`src/rtl/bus_arbiter_pkg.sv`:
```
// bus_arbiter_pkg: shared types and helpers for the system bus arbiter.
//   state_e         - arbiter FSM state (StIdle, StBusy)
//   MAX_MASTERS     - upper bound on the number of masters
//   idx_t           - master index wide enough for MAX_MASTERS
//   onehot_to_idx() - one-hot vector to master index
package bus_arbiter_pkg;

  localparam int unsigned MAX_MASTERS = 8;
  localparam int unsigned IDX_W       = 3;

  typedef logic [IDX_W-1:0] idx_t;

  typedef enum logic [0:0] {
    StIdle,
    StBusy
  } state_e;

  // Returns the index of the set bit; zero for an all-zero vector.
  function automatic idx_t onehot_to_idx(input logic [MAX_MASTERS-1:0] onehot);
    idx_t idx;
    idx = '0;
    for (int unsigned i = 0; i < MAX_MASTERS; i++) begin
      if (onehot[i]) begin
        idx = idx | idx_t'(i);
      end
    end
    return idx;
  endfunction

endpackage

```
`src/rtl/bus_arbiter_if.sv`:
```
// bus_arbiter_if: master-side and slave-side signals of the shared system bus.
//   i_m_cs/i_m_we/i_m_addr/i_m_dat - per-master request, packed per master
//   o_m_ack/o_m_err/o_m_dat         - per-master ack, timeout error, read data
//   o_grant                         - registered one-hot grant
//   o_s_cs/o_s_we/o_s_addr/o_s_dat  - muxed request towards the slave
//   i_s_dat/i_s_ack                 - slave read data and single-cycle ack
// Modport slave is the arbiter's view; modport master is the system/bench view.
interface bus_arbiter_if #(
  parameter int unsigned NUM_MASTERS = 3,
  parameter int unsigned ADDR_W      = 16,
  parameter int unsigned DATA_W      = 8
);

  logic [NUM_MASTERS-1:0]        i_m_cs;
  logic [NUM_MASTERS-1:0]        i_m_we;
  logic [NUM_MASTERS*ADDR_W-1:0] i_m_addr;
  logic [NUM_MASTERS*DATA_W-1:0] i_m_dat;
  logic [NUM_MASTERS-1:0]        o_m_ack;
  logic [NUM_MASTERS-1:0]        o_m_err;
  logic [DATA_W-1:0]             o_m_dat;
  logic [NUM_MASTERS-1:0]        o_grant;
  logic                          o_s_cs;
  logic                          o_s_we;
  logic [ADDR_W-1:0]             o_s_addr;
  logic [DATA_W-1:0]             o_s_dat;
  logic [DATA_W-1:0]             i_s_dat;
  logic                          i_s_ack;

  modport slave (
    input  i_m_cs, i_m_we, i_m_addr, i_m_dat, i_s_dat, i_s_ack,
    output o_m_ack, o_m_err, o_m_dat, o_grant, o_s_cs, o_s_we, o_s_addr, o_s_dat
  );

  modport master (
    output i_m_cs, i_m_we, i_m_addr, i_m_dat, i_s_dat, i_s_ack,
    input  o_m_ack, o_m_err, o_m_dat, o_grant, o_s_cs, o_s_we, o_s_addr, o_s_dat
  );

endinterface

```
`src/rtl/rr_picker.sv`:
```
// rr_picker: combinational round-robin selector.
//   i_req    - request vector (WIDTH bits, local indices 0..WIDTH-1)
//   i_ptr    - local index of the last winner; search starts at i_ptr+1 and wraps
//   o_onehot - one-hot winner, zero if nothing requests
//   o_idx    - local index of the winner
//   o_valid  - some request was found
module rr_picker
  import bus_arbiter_pkg::*;
#(
  parameter int unsigned WIDTH = 2
) (
  input  logic [WIDTH-1:0] i_req,
  input  idx_t             i_ptr,
  output logic [WIDTH-1:0] o_onehot,
  output idx_t             o_idx,
  output logic             o_valid
);

  logic [MAX_MASTERS-1:0] req_ext;
  logic [MAX_MASTERS-1:0] oh_ext;
  logic [IDX_W:0]         cand;

  // Scan WIDTH candidates starting just after the pointer; first hit wins.
  always_comb begin
    req_ext = MAX_MASTERS'(i_req);
    oh_ext  = '0;
    o_valid = 1'b0;
    cand    = '0;
    for (int unsigned i = 1; i <= WIDTH; i++) begin
      cand = {1'b0, i_ptr} + (IDX_W+1)'(i);
      if (cand >= (IDX_W+1)'(WIDTH)) begin
        cand = cand - (IDX_W+1)'(WIDTH);
      end
      if (!o_valid && req_ext[cand[IDX_W-1:0]]) begin
        oh_ext[cand[IDX_W-1:0]] = 1'b1;
        o_valid                 = 1'b1;
      end
    end
  end

  assign o_onehot = oh_ext[WIDTH-1:0];
  assign o_idx    = onehot_to_idx(oh_ext);

endmodule

```
`src/rtl/bus_arbiter.sv`:
```
// bus_arbiter: N-master, single-slave system bus arbiter.
// Master 0 (video fetch) has absolute priority; masters 1..N-1 share the bus
// round-robin. A grant is held for one transaction and released on slave ack,
// on master abort (cs dropped) or, when compiled in, on timeout.
//   i_clk   - system clock
//   i_reset - synchronous, active-high reset
//   bus     - bus_arbiter_if.slave: master requests, slave side, grant, acks
// Optional feature: define BUS_ARBITER_TIMEOUT_EN to add the no-ack timeout
// (TIMEOUT_CYCLES); otherwise o_m_err is tied low and BUSY waits indefinitely.
module bus_arbiter
  import bus_arbiter_pkg::*;
#(
  parameter int unsigned NUM_MASTERS    = 3,
  parameter int unsigned ADDR_W         = 16,
  parameter int unsigned DATA_W         = 8,
  parameter int unsigned TIMEOUT_CYCLES = 255
) (
  input logic        i_clk,
  input logic        i_reset,
  bus_arbiter_if.slave bus
);

  localparam int unsigned NUM_LOW = NUM_MASTERS - 1;

  if (NUM_MASTERS < 2 || NUM_MASTERS > MAX_MASTERS) begin : g_bad_num_masters
    $error("bus_arbiter: NUM_MASTERS out of range 2..8");
  end
  if (TIMEOUT_CYCLES < 1 || TIMEOUT_CYCLES > 65535) begin : g_bad_timeout
    $error("bus_arbiter: TIMEOUT_CYCLES out of range 1..65535");
  end

  state_e                 state_q;
  idx_t                   g_q;
  idx_t                   rr_q;
  logic [NUM_MASTERS-1:0] grant_q;

  // Per-master views padded to MAX_MASTERS so a 3-bit index always fits.
  logic [MAX_MASTERS-1:0] cs_ext;
  logic [MAX_MASTERS-1:0] we_ext;
  logic [ADDR_W-1:0]      addr_arr [MAX_MASTERS];
  logic [DATA_W-1:0]      dat_arr  [MAX_MASTERS];

  assign cs_ext = MAX_MASTERS'(bus.i_m_cs);
  assign we_ext = MAX_MASTERS'(bus.i_m_we);

  for (genvar k = 0; k < MAX_MASTERS; k++) begin : g_unpack
    if (k < NUM_MASTERS) begin : g_used
      assign addr_arr[k] = bus.i_m_addr[k*ADDR_W +: ADDR_W];
      assign dat_arr[k]  = bus.i_m_dat[k*DATA_W +: DATA_W];
    end else begin : g_pad
      assign addr_arr[k] = '0;
      assign dat_arr[k]  = '0;
    end
  end

  // Round-robin among the low masters; picker works in local indices 0..N-2.
  logic [NUM_LOW-1:0] low_onehot;
  idx_t               low_idx;
  logic               low_valid;
  idx_t               low_ptr;

  assign low_ptr = rr_q - idx_t'(1);

  rr_picker #(
    .WIDTH (NUM_LOW)
  ) u_rr_picker (
    .i_req    (bus.i_m_cs[NUM_MASTERS-1:1]),
    .i_ptr    (low_ptr),
    .o_onehot (low_onehot),
    .o_idx    (low_idx),
    .o_valid  (low_valid)
  );

  logic busy;
  logic ack_pass;
  logic timeout_hit;
  idx_t sel;

  assign busy     = (state_q == StBusy);
  assign ack_pass = busy && bus.i_s_ack && !i_reset;
  // In IDLE the slave address/data mirror master 0 so they stay deterministic.
  assign sel      = busy ? g_q : '0;

`ifdef BUS_ARBITER_TIMEOUT_EN
  logic [15:0] cnt_q;
  assign timeout_hit = busy && !bus.i_s_ack && !i_reset &&
                       (cnt_q == 16'(TIMEOUT_CYCLES - 1));
`else
  assign timeout_hit = 1'b0;
`endif

  logic [MAX_MASTERS-1:0] ack_ext;
  logic [MAX_MASTERS-1:0] err_ext;

  always_comb begin
    ack_ext = '0;
    err_ext = '0;
    if (ack_pass) begin
      ack_ext[g_q] = 1'b1;
    end
    if (timeout_hit) begin
      err_ext[g_q] = 1'b1;
    end
  end

  assign bus.o_m_ack  = ack_ext[NUM_MASTERS-1:0];
  assign bus.o_m_err  = err_ext[NUM_MASTERS-1:0];
  assign bus.o_m_dat  = bus.i_s_dat;
  assign bus.o_grant  = grant_q;
  assign bus.o_s_cs   = busy && cs_ext[g_q];
  assign bus.o_s_we   = busy && we_ext[g_q];
  assign bus.o_s_addr = addr_arr[sel];
  assign bus.o_s_dat  = dat_arr[sel];

  always_ff @(posedge i_clk) begin
    if (i_reset) begin
      state_q <= StIdle;
      g_q     <= '0;
      rr_q    <= idx_t'(NUM_MASTERS - 1);
      grant_q <= '0;
`ifdef BUS_ARBITER_TIMEOUT_EN
      cnt_q   <= '0;
`endif
    end else begin
      case (state_q)
        StIdle: begin
          if (cs_ext[0]) begin
            // Master 0 overrides round-robin and leaves rr untouched.
            state_q <= StBusy;
            g_q     <= '0;
            grant_q <= NUM_MASTERS'(1);
`ifdef BUS_ARBITER_TIMEOUT_EN
            cnt_q   <= '0;
`endif
          end else if (low_valid) begin
            state_q <= StBusy;
            g_q     <= low_idx + idx_t'(1);
            rr_q    <= low_idx + idx_t'(1);
            grant_q <= {low_onehot, 1'b0};
`ifdef BUS_ARBITER_TIMEOUT_EN
            cnt_q   <= '0;
`endif
          end
        end
        StBusy: begin
          if (bus.i_s_ack || !cs_ext[g_q] || timeout_hit) begin
            state_q <= StIdle;
            grant_q <= '0;
          end
`ifdef BUS_ARBITER_TIMEOUT_EN
          else begin
            cnt_q <= cnt_q + 16'd1;
          end
`endif
        end
        default: begin
          state_q <= StIdle;
          grant_q <= '0;
        end
      endcase
    end
  end

endmodule

```
`src/flat_wrapper.sv`:
```
// flat-port wrapper written by rule: the top's interface ports become plain ports
module bus_arbiter_flat import bus_arbiter_pkg::*;
#(
  parameter int unsigned NUM_MASTERS    = 3,
  parameter int unsigned ADDR_W         = 16,
  parameter int unsigned DATA_W         = 8,
  parameter int unsigned TIMEOUT_CYCLES = 255
)
  (i_clk, i_reset, bus_i_m_cs, bus_i_m_we, bus_i_m_addr, bus_i_m_dat, bus_i_s_dat, bus_i_s_ack, bus_o_m_ack, bus_o_m_err, bus_o_m_dat, bus_o_grant, bus_o_s_cs, bus_o_s_we, bus_o_s_addr, bus_o_s_dat);
  bus_arbiter_if #(.NUM_MASTERS(NUM_MASTERS), .ADDR_W(ADDR_W), .DATA_W(DATA_W)) bus_i ();
  input logic i_clk;
  input logic i_reset;
  input wire logic [$bits(bus_i.i_m_cs)-1:0] bus_i_m_cs;
  input wire logic [$bits(bus_i.i_m_we)-1:0] bus_i_m_we;
  input wire logic [$bits(bus_i.i_m_addr)-1:0] bus_i_m_addr;
  input wire logic [$bits(bus_i.i_m_dat)-1:0] bus_i_m_dat;
  input wire logic [$bits(bus_i.i_s_dat)-1:0] bus_i_s_dat;
  input wire logic [$bits(bus_i.i_s_ack)-1:0] bus_i_s_ack;
  output wire logic [$bits(bus_i.o_m_ack)-1:0] bus_o_m_ack;
  output wire logic [$bits(bus_i.o_m_err)-1:0] bus_o_m_err;
  output wire logic [$bits(bus_i.o_m_dat)-1:0] bus_o_m_dat;
  output wire logic [$bits(bus_i.o_grant)-1:0] bus_o_grant;
  output wire logic [$bits(bus_i.o_s_cs)-1:0] bus_o_s_cs;
  output wire logic [$bits(bus_i.o_s_we)-1:0] bus_o_s_we;
  output wire logic [$bits(bus_i.o_s_addr)-1:0] bus_o_s_addr;
  output wire logic [$bits(bus_i.o_s_dat)-1:0] bus_o_s_dat;
  assign bus_i.i_m_cs = bus_i_m_cs;
  assign bus_i.i_m_we = bus_i_m_we;
  assign bus_i.i_m_addr = bus_i_m_addr;
  assign bus_i.i_m_dat = bus_i_m_dat;
  assign bus_i.i_s_dat = bus_i_s_dat;
  assign bus_i.i_s_ack = bus_i_s_ack;
  assign bus_o_m_ack = bus_i.o_m_ack;
  assign bus_o_m_err = bus_i.o_m_err;
  assign bus_o_m_dat = bus_i.o_m_dat;
  assign bus_o_grant = bus_i.o_grant;
  assign bus_o_s_cs = bus_i.o_s_cs;
  assign bus_o_s_we = bus_i.o_s_we;
  assign bus_o_s_addr = bus_i.o_s_addr;
  assign bus_o_s_dat = bus_i.o_s_dat;
  bus_arbiter #(.NUM_MASTERS(NUM_MASTERS), .ADDR_W(ADDR_W), .DATA_W(DATA_W), .TIMEOUT_CYCLES(TIMEOUT_CYCLES)) u_core (.i_clk(i_clk), .i_reset(i_reset), .bus(bus_i));
endmodule
```
`config.mk`:
```
export PLATFORM = sky130hd
export DESIGN_NAME = bus_arbiter_flat
export DESIGN_NICKNAME = d
export VERILOG_FILES = /design/src/rtl/bus_arbiter_pkg.sv /design/src/rtl/bus_arbiter_if.sv /design/src/rtl/rr_picker.sv /design/src/rtl/bus_arbiter.sv /design/src/flat_wrapper.sv
export SDC_FILE = /design/constraint.sdc
export NUM_CORES = 1
export LEC_CHECK = 0
export BUFFER_PORTS_ARGS = -buffer_cell sky130_fd_sc_hd__buf_2
export CAP_MARGIN = 25
export CORE_ASPECT_RATIO = 0.7
export CORE_UTILIZATION = 45
export DETAILED_ROUTE_END_ITERATION = 10
export PLACE_DENSITY = 0.91
export SLEW_MARGIN = 20
export SYNTH_ARGS = -nofsm -noshare
export SYNTH_HDL_FRONTEND = slang
export SYNTH_HIERARCHICAL = 1
export SYNTH_SLANG_ARGS = --single-unit
```
`constraint.sdc`:
```
create_clock -name i_clk -period 6.71 [get_ports i_clk]
set_input_delay 1.342 -clock i_clk [delete_from_list [all_inputs] [get_ports i_clk]]
set_output_delay 1.342 -clock i_clk [all_outputs]
set_load 0.05 [all_outputs]
```
==> metrics.md <==
| Metric | Value |
|---|---|
| Congestion Overflow GR | `0` |
| Critical path type | `register to output port` |
| Main synth FF type | `dfxtp_1` |
| Design area | `around 2300 um^2` |
| Post-Synth Simple-Gate Area | `between 10% and 20%` |
| Routed vias | `2,219` |
| Layout cells sized above 1 | `between 30% and 40%` |
| Placed cell area | `2220 um^2` |
| Count leader, synth | `nor2_1` |
| Post-CTS Resized | `0` |
| Largest family of logic cells by synthesized area | `compound AO/OA/AOI/OAI gates` |
| Synth Cell Area | `approximately 1800 um^2` |
| Tmin final | `just under 4 ns` |
| Final net count | `approximately 430` |
| Final setup fails | `0` |
| Cts bufs inserted | `3` |
| Max Freq | `252 MHz` |
| # DRC | `0` |
| RSZ-0062 raised after global routing | `no` |
| H-tree Lvls | `1` |
| Lkg Pwr | `roughly 1.1 nW` |
| Total power | `roughly 1.2 mW` |
| MaxCap Viol Count | `0` |
| Crit. End Element | `output port` |
| CP Max Fanout | `25` |
| Yosys top cell area share | `11.3%` |
| Crit share post-route | `between 50% and 60%` |
| Synth top area cells | `a22o_1 11%, a2bb2oi_1 11%, dfxtp_1 11%, a22oi_1 10%, ha_1 7.0%` |
| Delay-heaviest family, CP | `simple AND/OR/NAND/NOR gates` |
| Synth area leader | `a22o_1` |
| Clk sink count | `10` |
| Final Worst Setup Slack | `between 2 and 3 ns` |
| Clock Pin Slew Worst Setup and Hold Paths | `0.05 ns` |
| Sequential area share after synthesis | `a little under an eighth` |
| Compound-Gate Fraction of Synth Area | `43.9%` |
| Worst skew pair latency | `approximately 0.24 ns` |
| Average size of a mapped cell | `roughly 7.5 um^2` |
| ANT nets after route | `0` |
| Synth async-reset ratio | `0%` |
| Fin. max-slew vios | `0` |
| Vias in the first global route | `approximately 1,900` |
| Initial drt markers | `112` |
| Routed wire length | `approximately 5600 um` |
| Clk_skew | `0.00199 ns` |
| CTS tree | `yes` |
| DR pass1 iterations | `4` |
| Worst Hold Class | `register to register` |
| Critical path origin | `u_core/busy` |
| CP cell instances | `buf_4, and2_1, a22oi_1, nor2_1, a2bb2oi_1, buf_2` |
| CP Data Arrival Time | `roughly 2.6 ns` |
| Total Die Area | `roughly 4200 um^2` |
| Dpl ws | `2.74 ns` |
| Antenna Cells | `0` |
| Post-layout util | `a little over three fifths` |
| First-pass GRT wire length | `between 8000 and 9000 um` |
| Synth Area in Adders | `under 10%` |
| Worst Path Buf+Inv | `2` |
| Antenna violations before repair | `0` |
| Most instantiated cells after synthesis | `33 x nor2_1, 24 x a22oi_1, 23 x a22o_1, 23 x a2bb2oi_1` |
| Xor/xnor share of the synthesized area | `2.88%` |
| Worst-Margin Slew | `approximately 0.9 ns` |
| Largest net degree at the start of global routing | `34` |
| CTS Hold Bufs | `0` |
| CP Launch Type | `register` |
| Core area | `between 3000 and 4000 um^2` |
| Post-CTS Setup Repair Bufs | `0` |
| Die W | `about 77 um` |
| Yosys cell types | `between 40 and 50` |
| PortBufs | `between 100 and 150` |
| Max-slew headroom | `about 40%` |
| Synth Instances | `between 200 and 250` |
| Final Hold Vio Count | `0` |
| Initial Utilization | `48.8%` |
| Number of placed I/O pins | `about 130` |
| Pwr dens | `slightly above 500 nW/um^2` |
| Area grow syn2layout | `28.9%` |
| Clk buf depth | `2` |
| DIE HEIGHT | `between 50 and 60 um` |
| Overall Global Routing Usage | `between 20 and 25%` |
| Worst-path cell with the longest stage delay | `and2_1` |
| Post-synth EDFFs | `0` |
| Critical Path Max Stage Delay | `between 0.7 and 0.8 ns` |
| Num rows | `18` |
| Max rail drop VDD | `approximately 0.00024 V` |
| DP HPWL | `about 4100 um` |
| Mux contribution to synthesized area | `under 10%` |
| #FFs+latches synth | `10` |
| Routed len/inst | `approximately 15 um` |
| Via density | `approximately 5.9` |
| RD Place Congestion | `~0.76` |
| Yosys warns | `6` |
| Status | `finished, final reports clean` |
| CTS Root Cell | `clkbuf_8` |
| CP Data Required Time | `about 5.4 ns` |
| Setup TNS | `0 ns` |
| Min-Delay Startpoint | `u_core/rr_q[2]` |
| FF-to-FF Start | `u_core/rr_q[0]` |
tightest hold or removal path, delay by kind of cell (launching register included):
kind	cells	cell delay [ns]
and+or+nand+nor	1	0.05
AOI/OAI and AO/OA	1	0.06
DFF	1	0.32
through the flow:
step | std cells | hold slack (ns)
finish | 376 | 0.478
global route | 376 | 0.497
CTS | 375 | 0.482
detailed placement | 371 | 0.474
global placement | 371 | 0.466
floorplan | 239 | 0.448
final timing paths:
path / to / slack [ns] / cells past startpoint
min: u_core/rr_q[2] / 0.48 / 2
max: bus_o_s_dat[2] / 2.74 / 6
max reg2reg: u_core/g_q[0] / 3.06 / 13
min reg2reg: u_core/rr_q[2] / 0.48 / 2
layout make-up:
type	count	area, um^2
Clock buffer	4	55.1
Fill cell	335	1360
Inverter	12	47.5
Multi-Input combinational cell	185	1340
Sequential cell	10	200
Tap cell	50	62.6
Timing Repair Buffer	115	591
placed cells by master (no fill, tap or decap), types with 2 or more instances in the layout:
cell type / count
nor2_1: 33
o21ai_0: 5
conb_1: 3
dfxtp_1: 10
buf_2: 112
a2bb2oi_1: 23
a22oi_1: 24
mux2_2: 2
mux2i_1: 3
buf_4: 2
inv_1: 11
xor2_1: 2
nand3_1: 2
a22o_1: 23
or3_1: 2
and2_1: 3
nor3_1: 2
o22ai_1: 3
xnor2_1: 2
a21oi_1: 7
nand2b_1: 6
ha_1: 10
clkbuf_8: 4
o211ai_1: 3
nand2_1: 6
nor4_1: 2
o31ai_1: 2
per-layer routing:
| layer | vias to the layer above | track usage, % | share of wire [%] |
|---|---|---|---|
| li1 | 1065 | - | - |
| met1 | 1031 | 30.5 | 41 |
| met2 | 119 | 45.0 | 50 |
| met3 | 4 | 4.00 | 8.3 |
| met4 | 0 | 4.40 | 0.56 |
| met5 | - | 0 | 0 |
logic make-up after synthesis:
family / count (synthesis)
and+or+nand+nor: 63
muxes: 5
DFF: 10
xor gates and xnor gates: 5
buffers and inverters: 44
AOI/OAI and AO/OA: 99
adders and majority gates: 10
other: 1
state kept, by name, summed over array words and instances (netlist names):
register and cells:
u_core/rr_q 3, u_core/g_q 3, u_core/busy 1, u_core/bus.o_grant 3
where the power goes:
part / switching [mW] / internal (mW) / total [mW]
logic: 0.626 / 0.349 / 0.975
registers: 0.0268 / 0.0754 / 0.102
clock network: 0.0247 / 0.0517 / 0.0764
total: 0.677 / 0.476 / 1.15
Power figures use the tool's default switching activity.
